### src/rtl/it_ctrl_pkg.sv
// Shared definitions for the Thumb-2 IT block controller.
// Condition codes, ITSTATE geometry and the IT-encoding legality check.
package it_ctrl_pkg;

  localparam int ITSTATE_W = 8;

  localparam int IT_COND_LSB = 4;
  localparam int IT_COND_MSB = 7;
  localparam int IT_MASK_LSB = 0;
  localparam int IT_MASK_MSB = 3;

  localparam logic [3:0] COND_AL = 4'hE;
  localparam logic [3:0] COND_NV = 4'hF;

  typedef logic [ITSTATE_W-1:0] itstate_t;

  function automatic logic [2:0] popcnt4(
    input logic [3:0] v
  );
    popcnt4 = {2'b00, v[0]} + {2'b00, v[1]}
            + {2'b00, v[2]} + {2'b00, v[3]};
  endfunction

  // An IT byte is UNPREDICTABLE when it opens an
  // empty block, uses NV, or gives AL an else-slot.
  function automatic logic it_bad(
    input itstate_t b
  );
    logic [3:0] fc;
    logic [3:0] mk;
    fc = b[IT_COND_MSB:IT_COND_LSB];
    mk = b[IT_MASK_MSB:IT_MASK_LSB];
    it_bad = (mk == 4'h0)
           || (fc == COND_NV)
           || ((fc == COND_AL) && (popcnt4(mk) != 3'd1));
  endfunction

endpackage

### src/rtl/it_ctrl_if.sv
// Decode-side bundle between pre-decoder and IT controller.
// master: pre-decoder/decode side; slave: it_ctrl.
interface it_ctrl_if;
  import it_ctrl_pkg::*;

  logic       inst_acc;
  logic       it_flag;
  itstate_t   it_status;
  logic       flush;
  logic       epsr_load;
  itstate_t   epsr_it;

  logic [3:0] it_cond;
  logic       in_it_blk;
  logic       last_in_it;
  logic [2:0] it_remain;
  itstate_t   it_state;
  logic       it_err;

  modport master (
    output inst_acc, it_flag, it_status,
    output flush, epsr_load, epsr_it,
    input  it_cond, in_it_blk, last_in_it,
    input  it_remain, it_state, it_err
  );

  modport slave (
    input  inst_acc, it_flag, it_status,
    input  flush, epsr_load, epsr_it,
    output it_cond, in_it_blk, last_in_it,
    output it_remain, it_state, it_err
  );

endinterface

### src/rtl/it_ctrl_adv.sv
// it_adv: combinational ITSTATE advance, remaining count, last flag.
// Ports: cur (itstate in), nxt, remain (0..4), last.
module it_adv
  import it_ctrl_pkg::*;
(
  input  itstate_t   cur,
  output itstate_t   nxt,
  output logic [2:0] remain,
  output logic       last
);

  logic [3:0] mk;
  logic [3:0] lsb;

  assign mk  = cur[IT_MASK_MSB:IT_MASK_LSB];
  // Isolate lowest set mask bit: it marks block end.
  assign lsb = mk & (~mk + 4'd1);

  assign last = (mk == 4'b1000);

  always_comb begin
    nxt = '0;
    if (cur[2:0] != 3'b000) begin
      nxt = {cur[7:5], cur[3:0], 1'b0};
    end
  end

  always_comb begin
    remain = 3'd0;
    unique case (1'b1)
      lsb[0]: remain = 3'd4;
      lsb[1]: remain = 3'd3;
      lsb[2]: remain = 3'd2;
      lsb[3]: remain = 3'd1;
      default: remain = 3'd0;
    endcase
  end

endmodule

### src/rtl/it_ctrl.sv
// it_ctrl: holds ITSTATE, advances it per accepted instruction.
// Ports: clk, rst (sync, high), bus (it_ctrl_if.slave).
module it_ctrl
  import it_ctrl_pkg::*;
#(
  parameter bit CHECK_UNPRED = 1'b1
) (
  input  logic      clk,
  input  logic      rst,
  it_ctrl_if.slave  bus
);

  itstate_t   itstate_q;
  itstate_t   itstate_d;
  itstate_t   adv_nxt;
  logic [2:0] adv_rem;
  logic       adv_last;
  logic       in_blk;
  logic       err_d;
  logic       err_q;

  it_adv u_adv (
    .cur    (itstate_q),
    .nxt    (adv_nxt),
    .remain (adv_rem),
    .last   (adv_last)
  );

  assign in_blk = (itstate_q[IT_MASK_MSB:IT_MASK_LSB] != 4'h0);

  always_comb begin
    itstate_d = itstate_q;
    err_d     = 1'b0;
    if (bus.epsr_load) begin
      itstate_d = bus.epsr_it;
    end else if (bus.flush) begin
      itstate_d = '0;
    end else if (bus.inst_acc) begin
      if (in_blk) begin
        // A nested IT executes as a NOP slot.
        itstate_d = adv_nxt;
        err_d     = bus.it_flag;
      end else if (bus.it_flag) begin
        itstate_d = bus.it_status;
        err_d     = it_bad(bus.it_status);
      end
    end
  end

  always_ff @(posedge clk) begin
    if (rst) begin
      itstate_q <= '0;
      err_q     <= 1'b0;
    end else begin
      itstate_q <= itstate_d;
      err_q     <= CHECK_UNPRED & err_d;
    end
  end

  assign bus.it_state   = itstate_q;
  assign bus.in_it_blk  = in_blk;
  assign bus.last_in_it = adv_last;
  assign bus.it_remain  = adv_rem;
  assign bus.it_err     = err_q;
  assign bus.it_cond    = in_blk
    ? itstate_q[IT_COND_MSB:IT_COND_LSB]
    : COND_AL;

endmodule

### src/flat_wrapper.sv
// flat-port wrapper written by rule: the top's interface ports become plain ports
module it_ctrl_flat import it_ctrl_pkg::*;
#(
  parameter bit CHECK_UNPRED = 1'b1
)
  (clk, rst, bus_inst_acc, bus_it_flag, bus_it_status, bus_flush, bus_epsr_load, bus_epsr_it, bus_it_cond, bus_in_it_blk, bus_last_in_it, bus_it_remain, bus_it_state, bus_it_err);
  it_ctrl_if bus_i ();
  input  logic clk;
  input  logic rst;
  input wire logic [$bits(bus_i.inst_acc)-1:0] bus_inst_acc;
  input wire logic [$bits(bus_i.it_flag)-1:0] bus_it_flag;
  input wire logic [$bits(bus_i.it_status)-1:0] bus_it_status;
  input wire logic [$bits(bus_i.flush)-1:0] bus_flush;
  input wire logic [$bits(bus_i.epsr_load)-1:0] bus_epsr_load;
  input wire logic [$bits(bus_i.epsr_it)-1:0] bus_epsr_it;
  output wire logic [$bits(bus_i.it_cond)-1:0] bus_it_cond;
  output wire logic [$bits(bus_i.in_it_blk)-1:0] bus_in_it_blk;
  output wire logic [$bits(bus_i.last_in_it)-1:0] bus_last_in_it;
  output wire logic [$bits(bus_i.it_remain)-1:0] bus_it_remain;
  output wire logic [$bits(bus_i.it_state)-1:0] bus_it_state;
  output wire logic [$bits(bus_i.it_err)-1:0] bus_it_err;
  assign bus_i.inst_acc = bus_inst_acc;
  assign bus_i.it_flag = bus_it_flag;
  assign bus_i.it_status = bus_it_status;
  assign bus_i.flush = bus_flush;
  assign bus_i.epsr_load = bus_epsr_load;
  assign bus_i.epsr_it = bus_epsr_it;
  assign bus_it_cond = bus_i.it_cond;
  assign bus_in_it_blk = bus_i.in_it_blk;
  assign bus_last_in_it = bus_i.last_in_it;
  assign bus_it_remain = bus_i.it_remain;
  assign bus_it_state = bus_i.it_state;
  assign bus_it_err = bus_i.it_err;
  it_ctrl #(.CHECK_UNPRED(CHECK_UNPRED)) u_core (.clk(clk), .rst(rst), .bus(bus_i));
endmodule
### config.mk
export PLATFORM = sky130hd
export DESIGN_NAME = it_ctrl_flat
export DESIGN_NICKNAME = d
export VERILOG_FILES = /design/src/rtl/it_ctrl_pkg.sv /design/src/rtl/it_ctrl_if.sv /design/src/rtl/it_ctrl_adv.sv /design/src/rtl/it_ctrl.sv /design/src/flat_wrapper.sv
export SDC_FILE = /design/constraint.sdc
export NUM_CORES = 1
export LEC_CHECK = 0
export BUFFER_PORTS_ARGS = -buffer_cell sky130_fd_sc_hd__buf_4
export CORE_UTILIZATION = 47
export DETAILED_ROUTE_END_ITERATION = 16
export PLACE_DENSITY = 0.83
export SLEW_MARGIN = 10
export SYNTH_ARGS = -nofsm -noshare
export SYNTH_HDL_FRONTEND = slang
export SYNTH_HIERARCHICAL = 1
export SYNTH_SLANG_ARGS = --single-unit
export TNS_END_PERCENT = 5
### constraint.sdc
create_clock -name clk -period 5.2 [get_ports clk]
set_input_delay 0.52 -clock clk [delete_from_list [all_inputs] [get_ports clk]]
set_output_delay 0.52 -clock clk [all_outputs]
set_load 0.02 [all_outputs]
==> results of run 1 <==
worst register-to-register path, cell delays in order (launching register included):
cell	delay (ns)
dfxtp_1	0.42
nor4_4	0.57
inv_2	0.18
or3_4	0.43
nor2_1	0.11
a211oi_1	0.06
placed cells by master, fill, tap and decap left out, types with 2 or more instances in the layout:
cell type,netlist,layout
or2b_1,3,3
nor2_1,15,15
buf_4,1,39
a21oi_1,14,14
nor2b_1,9,9
nand3_1,4,4
clkbuf_4,0,3
ha_1,3,3
o211ai_1,4,4
o221ai_1,4,4
a211oi_1,5,5
nand2_1,6,6
inv_1,7,7
and2_1,2,2
dfxtp_1,9,9
state kept, by name (all words and copies together) (netlist names):
register             cells
u_core/bus.it_state      8
u_core/bus.it_err        1
area by class of cell:
| cell class | count | area [sq um] | share of cell area |
|---|---|---|---|
| tap | 16 | 20.02 | 0.01878 |
| clock buffer | 4 | 26.28 | 0.02465 |
| timing repair buffer | 39 | 292.8 | 0.2746 |
| inverter | 8 | 30.03 | 0.02817 |
| sequential | 9 | 180.2 | 0.1690 |
| multi-input combinational | 80 | 516.7 | 0.4847 |
metrics by stage:
step	std cells	worst slack, ns
floorplan	105	2.729
global placement	152	2.626
detailed placement	152	2.553
CTS	156	2.826
global route	156	2.741
finish	156	2.821
cells by family after synthesis:
| logic type | Yosys count | synth area share |
|---|---|---|
| AOI/OAI and AO/OA | 28 | 0.2385 |
| adders and majority gates | 4 | 0.07566 |
| buffers and inverters | 16 | 0.08388 |
| DFF | 9 | 0.2368 |
| other | 1 | 0.004929 |
| and+or+nand+nor | 47 | 0.3602 |
routing by layer:
metal,global-route usage,share of wire
met2,0.4062,0.49
met4,0.1000,0.0097
met5,0,0
met3,0.03017,0.055
met1,0.3112,0.45
worst max path at each step:
stage                              endpoint  slack (ns)  cells after the start
2_1_floorplan  u_core/bus.it_err$_SDFF_PP0_        2.73                      8
3_3_place_gp   u_core/bus.it_err$_SDFF_PP0_        2.63                      9
3_5_place_dp   u_core/bus.it_err$_SDFF_PP0_        2.55                      9
4_1_cts        u_core/bus.it_err$_SDFF_PP0_        2.83                      9
5_1_grt        u_core/bus.it_err$_SDFF_PP0_        2.74                      9
6_report       u_core/bus.it_err$_SDFF_PP0_        2.82                      9
where the power goes:
group          switching, W  internal, W  leakage, nW
Clock             0.0000295    0.0000296       0.0150
Sequential       0.00000737    0.0000731       0.0737
Combinational     0.0000550    0.0000474        0.406
Total             0.0000918     0.000150        0.495
==> flow_summary.ini, run 1 <==
[logic_synthesis]
synth_top_area_cell = dfxtp_1
ys_top_cells_by_count = 15 x nor2_1, 14 x a21oi_1, 9 x dfxtp_1, 9 x nor2b_1, 7 x inv_1
yosys_register_bits = 9
synth_area_per_cell_sq_um = 7.245
async_reset_ff_frac = 0
syn_nets = 131
yosys_warnings = 6
yosysSeqAreaShare = 0.2368
synth_edf_count = 0
yosysUniqueCellTypes = 28
synth_ff_type = dfxtp_1
post-synth-top-area-fraction = 0.2368
syn_inst = 105
synthTopCellsByArea = dfxtp_1 24%, a21oi_1 9.2%, nor2_1 7.4%
syn_area_sq_um = 760.7
yosysMostFrequentCell = nor2_1

[clocking]
cts_tree = built
clockBufferDepth = 2
cts_resized = 0
cts_root_buf = clkbuf_4
path_clk_slew_ns = 0.08
insertion_delay_ns = 0.26
cts_hold_buf = 0
postCtsSetupRepairBufs = 0
htreeDepth = 1
numCtsBuffers = 3
cts.sinks = 9

[layout]
post-route-util = 0.7076
antennaDiodeCount = 0
design_area_sq_um = 1066
drive_gt1_frac = 0.3429
syn2layout_area_growth_pct = 40.13
num-fill-cells = 142
nets = 167

[global_routing]
antenna_found_initial = 0
grt_max_degree = 16
grt-ovfl-total = 0
grt_pass1_vias = 776
grt_pass1_wl_um = 3332
grt_use_total = 0.2422

[critical_path]
cp-start-kind = primary input
r2r_end = u_core/bus.it_state[5]$_SDFFE_PP0P_
critPathKind = in -> reg
cpLargestDelayFamily = adder cells
ff2ff_path_depth = 5
worstPathRequired_ns = 5.34
crit_chain = buf_4 > inv_1 > fa_1 > inv_1 > ha_1 > ha_1 > or4b_2 > nand4_1 > a2111oi_0
cp_slowest_cell = or4b_2
cp_max_fo = 3
cp-startpoint = bus_it_status[0]
critPathBufInv = 3
rr_startpoint = u_core/bus.it_state[0]$_SDFFE_PP0P_
arrival_ns = 2.52
r2r_slack_ns = 3.32
crit_path_end_kind = register
cpPeakStageDelay_ns = 0.63

[route]
firstDrtPassIters = 4
wl_per_cell_um = 13.88
drt-total-wl_um = 2165
via_count = 865
drt_iter0_drc = 23
ant_nets = 0
avgViaCountPerCell = 5.545
drc = 0

[power_and_ir_drop]
power.density_nw_per_um2 = 226.9
p_leak_nw = 0.4951
ir_worst_vdd_mv = 0.1433
p_total_w = 0.0002419

[floorplan]
start_util = 0.5050
die_h_um = 42.23
coreArea_sq_um = 1506
placementRows = 14
die_w_um = 42.23
die_area_sq_um = 1783
io-pin-count = 40

[run_status]
outcome = complete, no violations

[sta]
maxSlewViolCount = 0
rsz0062_at_grt = false
skew_ns = 0.004232
worst_pin_slew_ns = 0.5656
slew_headroom = 0.6207
hold_viol = 0
setup-violations-final = 0
fmax_mhz = 420.3
finalSetupTns_ns = 0
fin_hold_ws_ns = 0.4751
period_needed_ns = 2.379
fin_crit_sh = 0.4576

[hold_path]
worstHoldPathCells = 2
hp-start = rst
hold_class = in -> reg
min_to = u_core/bus.it_state[7]$_SDFFE_PP0P_

[placed_design]
dp_hpwl_um = 1665
gp_congestion = 0.8548
dpl-instance-area_sq_um = 1040
place.port_buffers = 39

[run]
maxCapViolations = 0
No activity file was read; power rests on OpenSTA's default activity.
==> run 2: changes to the inputs <==
--- a/config.mk
+++ b/config.mk
@@ -5,10 +5,11 @@
 export SDC_FILE = /design/constraint.sdc
 export NUM_CORES = 1
 export LEC_CHECK = 0
+export ABC_AREA = 1
 export BUFFER_PORTS_ARGS = -buffer_cell sky130_fd_sc_hd__buf_4
-export CORE_UTILIZATION = 47
+export CORE_UTILIZATION = 42
 export DETAILED_ROUTE_END_ITERATION = 16
-export PLACE_DENSITY = 0.83
+export PLACE_DENSITY = 0.75
 export SLEW_MARGIN = 10
 export SYNTH_ARGS = -nofsm -noshare
 export SYNTH_HDL_FRONTEND = slang
==> constraint.sdc (replaced) <==
create_clock -name clk -period 2.1 [get_ports clk]
set_input_delay 0.21 -clock clk [delete_from_list [all_inputs] [get_ports clk]]
set_output_delay 0.21 -clock clk [all_outputs]
set_load 0.02 [all_outputs]
==> run 2 against run 1 <==
Against the previous run:
- worst setup slack lost 2.5 ns
- die area up 36%
- final cell count increased by 39%
- sequential share of layout area shrank 2.5 points
- clock skew decreased by 0.0010 ns
- critical endpoint is now bus_it_cond[0]
- flip-flop and latch count unchanged
- area after synthesis up 24%
- via count up 23%
==> flow_summary.ini, run 2 <==
[global_routing]
grt_pass1_wl_um = 4222
grt_use_total = 0.2217
grt_pass1_vias = 1053
grt-ovfl-total = 0
grt_max_degree = 12
antenna_found_initial = 0

[critical_path]
critPathBufInv = 2
worstPathRequired_ns = 1.89
cpLargestDelayFamily = buffers and inverters
path_depth = 4
crit_chain = nor2_2 > buf_4 > a21oi_1 > buf_4
arrival_ns = 1.54
cp-start-kind = register
cpPeakStageDelay_ns = 0.40
critPathMostFrequentCell = buf_4
cp_slowest_cell = dfxtp_1
cp_max_fo = 11
crit_path_end_kind = output port
critPathKind = reg -> out
ff2ff_path_depth = 7

[layout]
num-fill-cells = 216
nets = 217
syn2layout_area_growth_pct = 33.11
largest_reg_flops = 8
design_area_sq_um = 1252
antennaDiodeCount = 0
drive_gt1_frac = 0.3316
final_cell_mix = 41 x buf_4, 37 x nand2_1, 21 x inv_1, 17 x nor2_1, 15 x a21oi_1
final_common_cell = buf_4

[logic_synthesis]
yosysSeqAreaShare = 0.1915
synth_top_area_cell = dfxtp_1
post-synth-top-area-fraction = 0.1915
synthTopCellsByArea = dfxtp_1 19%, nand2_1 15%, inv_1 8.4%
synth_area_per_cell_sq_um = 6.150
async_reset_ff_frac = 0
yosysMostFrequentCell = nand2_1
yosys_warnings = 6
synth_edf_count = 0
syn_nets = 179
synth_ff_type = dfxtp_1
syn_area_sq_um = 940.9
ys_top_cells_by_count = 37 x nand2_1, 21 x inv_1, 17 x nor2_1
yosysUniqueCellTypes = 23
yosys_register_bits = 9
syn_inst = 153

[route]
via_count = 1064
ant_nets = 0
drt-total-wl_um = 2413
drt_iter0_drc = 22
avgViaCountPerCell = 4.903
wl_per_cell_um = 11.12
drc = 0
firstDrtPassIters = 4

[floorplan]
die_w_um = 49.33
placementRows = 16
die_h_um = 49.33
coreArea_sq_um = 2042
start_util = 0.4608
io-pin-count = 40
die_area_sq_um = 2433

[clocking]
cts_resized = 0
numCtsBuffers = 3
clockBufferDepth = 2
cts_root_buf = clkbuf_4
htreeDepth = 1
postCtsSetupRepairBufs = 0
insertion_delay_ns = 0.26
cts_tree = built
cts_hold_buf = 0
cts.sinks = 9
path_clk_slew_ns = 0.07

[sta]
setup-violations-final = 0
fin_hold_ws_ns = 0.2122
fin_crit_sh = 0.8328
maxSlewViolCount = 0
skew_ns = 0.003216
fmax_mhz = 571.8
rsz0062_at_grt = false
hold_viol = 0
period_needed_ns = 1.749
finalSetupTns_ns = 0

[power_and_ir_drop]
power.density_nw_per_um2 = 577.2
p_leak_nw = 0.6757
ir_worst_vdd_mv = 0.3280

[placed_design]
place.port_buffers = 39
dpl-instance-area_sq_um = 1226
dp_hpwl_um = 1879
gp_congestion = 0.8475

[run_status]
outcome = complete, no violations

[run]
maxCapViolations = 0

[hold_path]
hold_class = in -> reg
worstHoldPathCells = 3
==> run 2: cell families after synthesis <==
kind of cell / after synthesis / share of synthesized area
AND/OR/NAND/NOR: 92 / 0.5053
buffers and inverters: 31 / 0.1516
AO/OA/AOI/OAI: 16 / 0.08644
flip-flops: 9 / 0.1915
adder cells (fa/ha/maj): 4 / 0.06118
other: 1 / 0.003986
==> run 2: routing by layer <==
layer,part of all wire,global-route usage,wire (um)
met1,0.41,0.2477,987
met4,0.0070,0.09314,17
met2,0.53,0.4041,1273
met5,0,0,0
met3,0.056,0.04050,134
==> run 2: final timing paths <==
kind / from / slack (ns) / endpoint
worst max-delay path: u_core/bus.it_state[0]$_SDFFE_PP0P_ / 0.35 / bus_it_cond[0]
worst min-delay path: bus_it_flag / 0.21 / u_core/bus.it_err$_SDFF_PP0_
worst max register to register: u_core/bus.it_state[0]$_SDFFE_PP0P_ / 0.62 / u_core/bus.it_state[3]$_SDFFE_PP0P_
worst min register to register: u_core/bus.it_state[4]$_SDFFE_PP0P_ / 0.60 / u_core/bus.it_state[4]$_SDFFE_PP0P_
==> run 2: tightest hold or removal path, stage by stage <==
cell and delay [ns]:
buf_4 0.11, nand4_1 0.07, a21oi_1 0.04
==> run 2: stage by stage <==
stage | util | total power [W] | std cells | setup slack [ns]
3_3_place_gp | 0.6005 | 0.0005724 | 213 | 0.3331
5_1_grt | 0.6134 | 0.0007771 | 217 | 0.2389
3_5_place_dp | 0.6005 | 0.0005821 | 213 | 0.2686
4_1_cts | 0.6134 | 0.0007293 | 217 | 0.3437
6_report | 0.6134 | 0.0007229 | 217 | 0.3512
2_1_floorplan | - | 0.0004574 | 153 | 0.4566
==> run 2: cell type report <==
class	instances	area [sq um]	share of cell area
timing repair buffer	41	307.8	0.2458
inverter	23	86.33	0.06893
clock buffer	4	26.28	0.02098
tap	27	33.78	0.02697
multi-input combinational	113	618.1	0.4935
sequential	9	180.2	0.1439
==> run 2: power by group <==
group,leakage (nW),internal [W],switching [W],total (W)
registers,0.0743,0.000185,0.0000174,0.000203
logic,0.586,0.000154,0.000221,0.000376
clock network,0.0150,0.0000733,0.0000712,0.000145
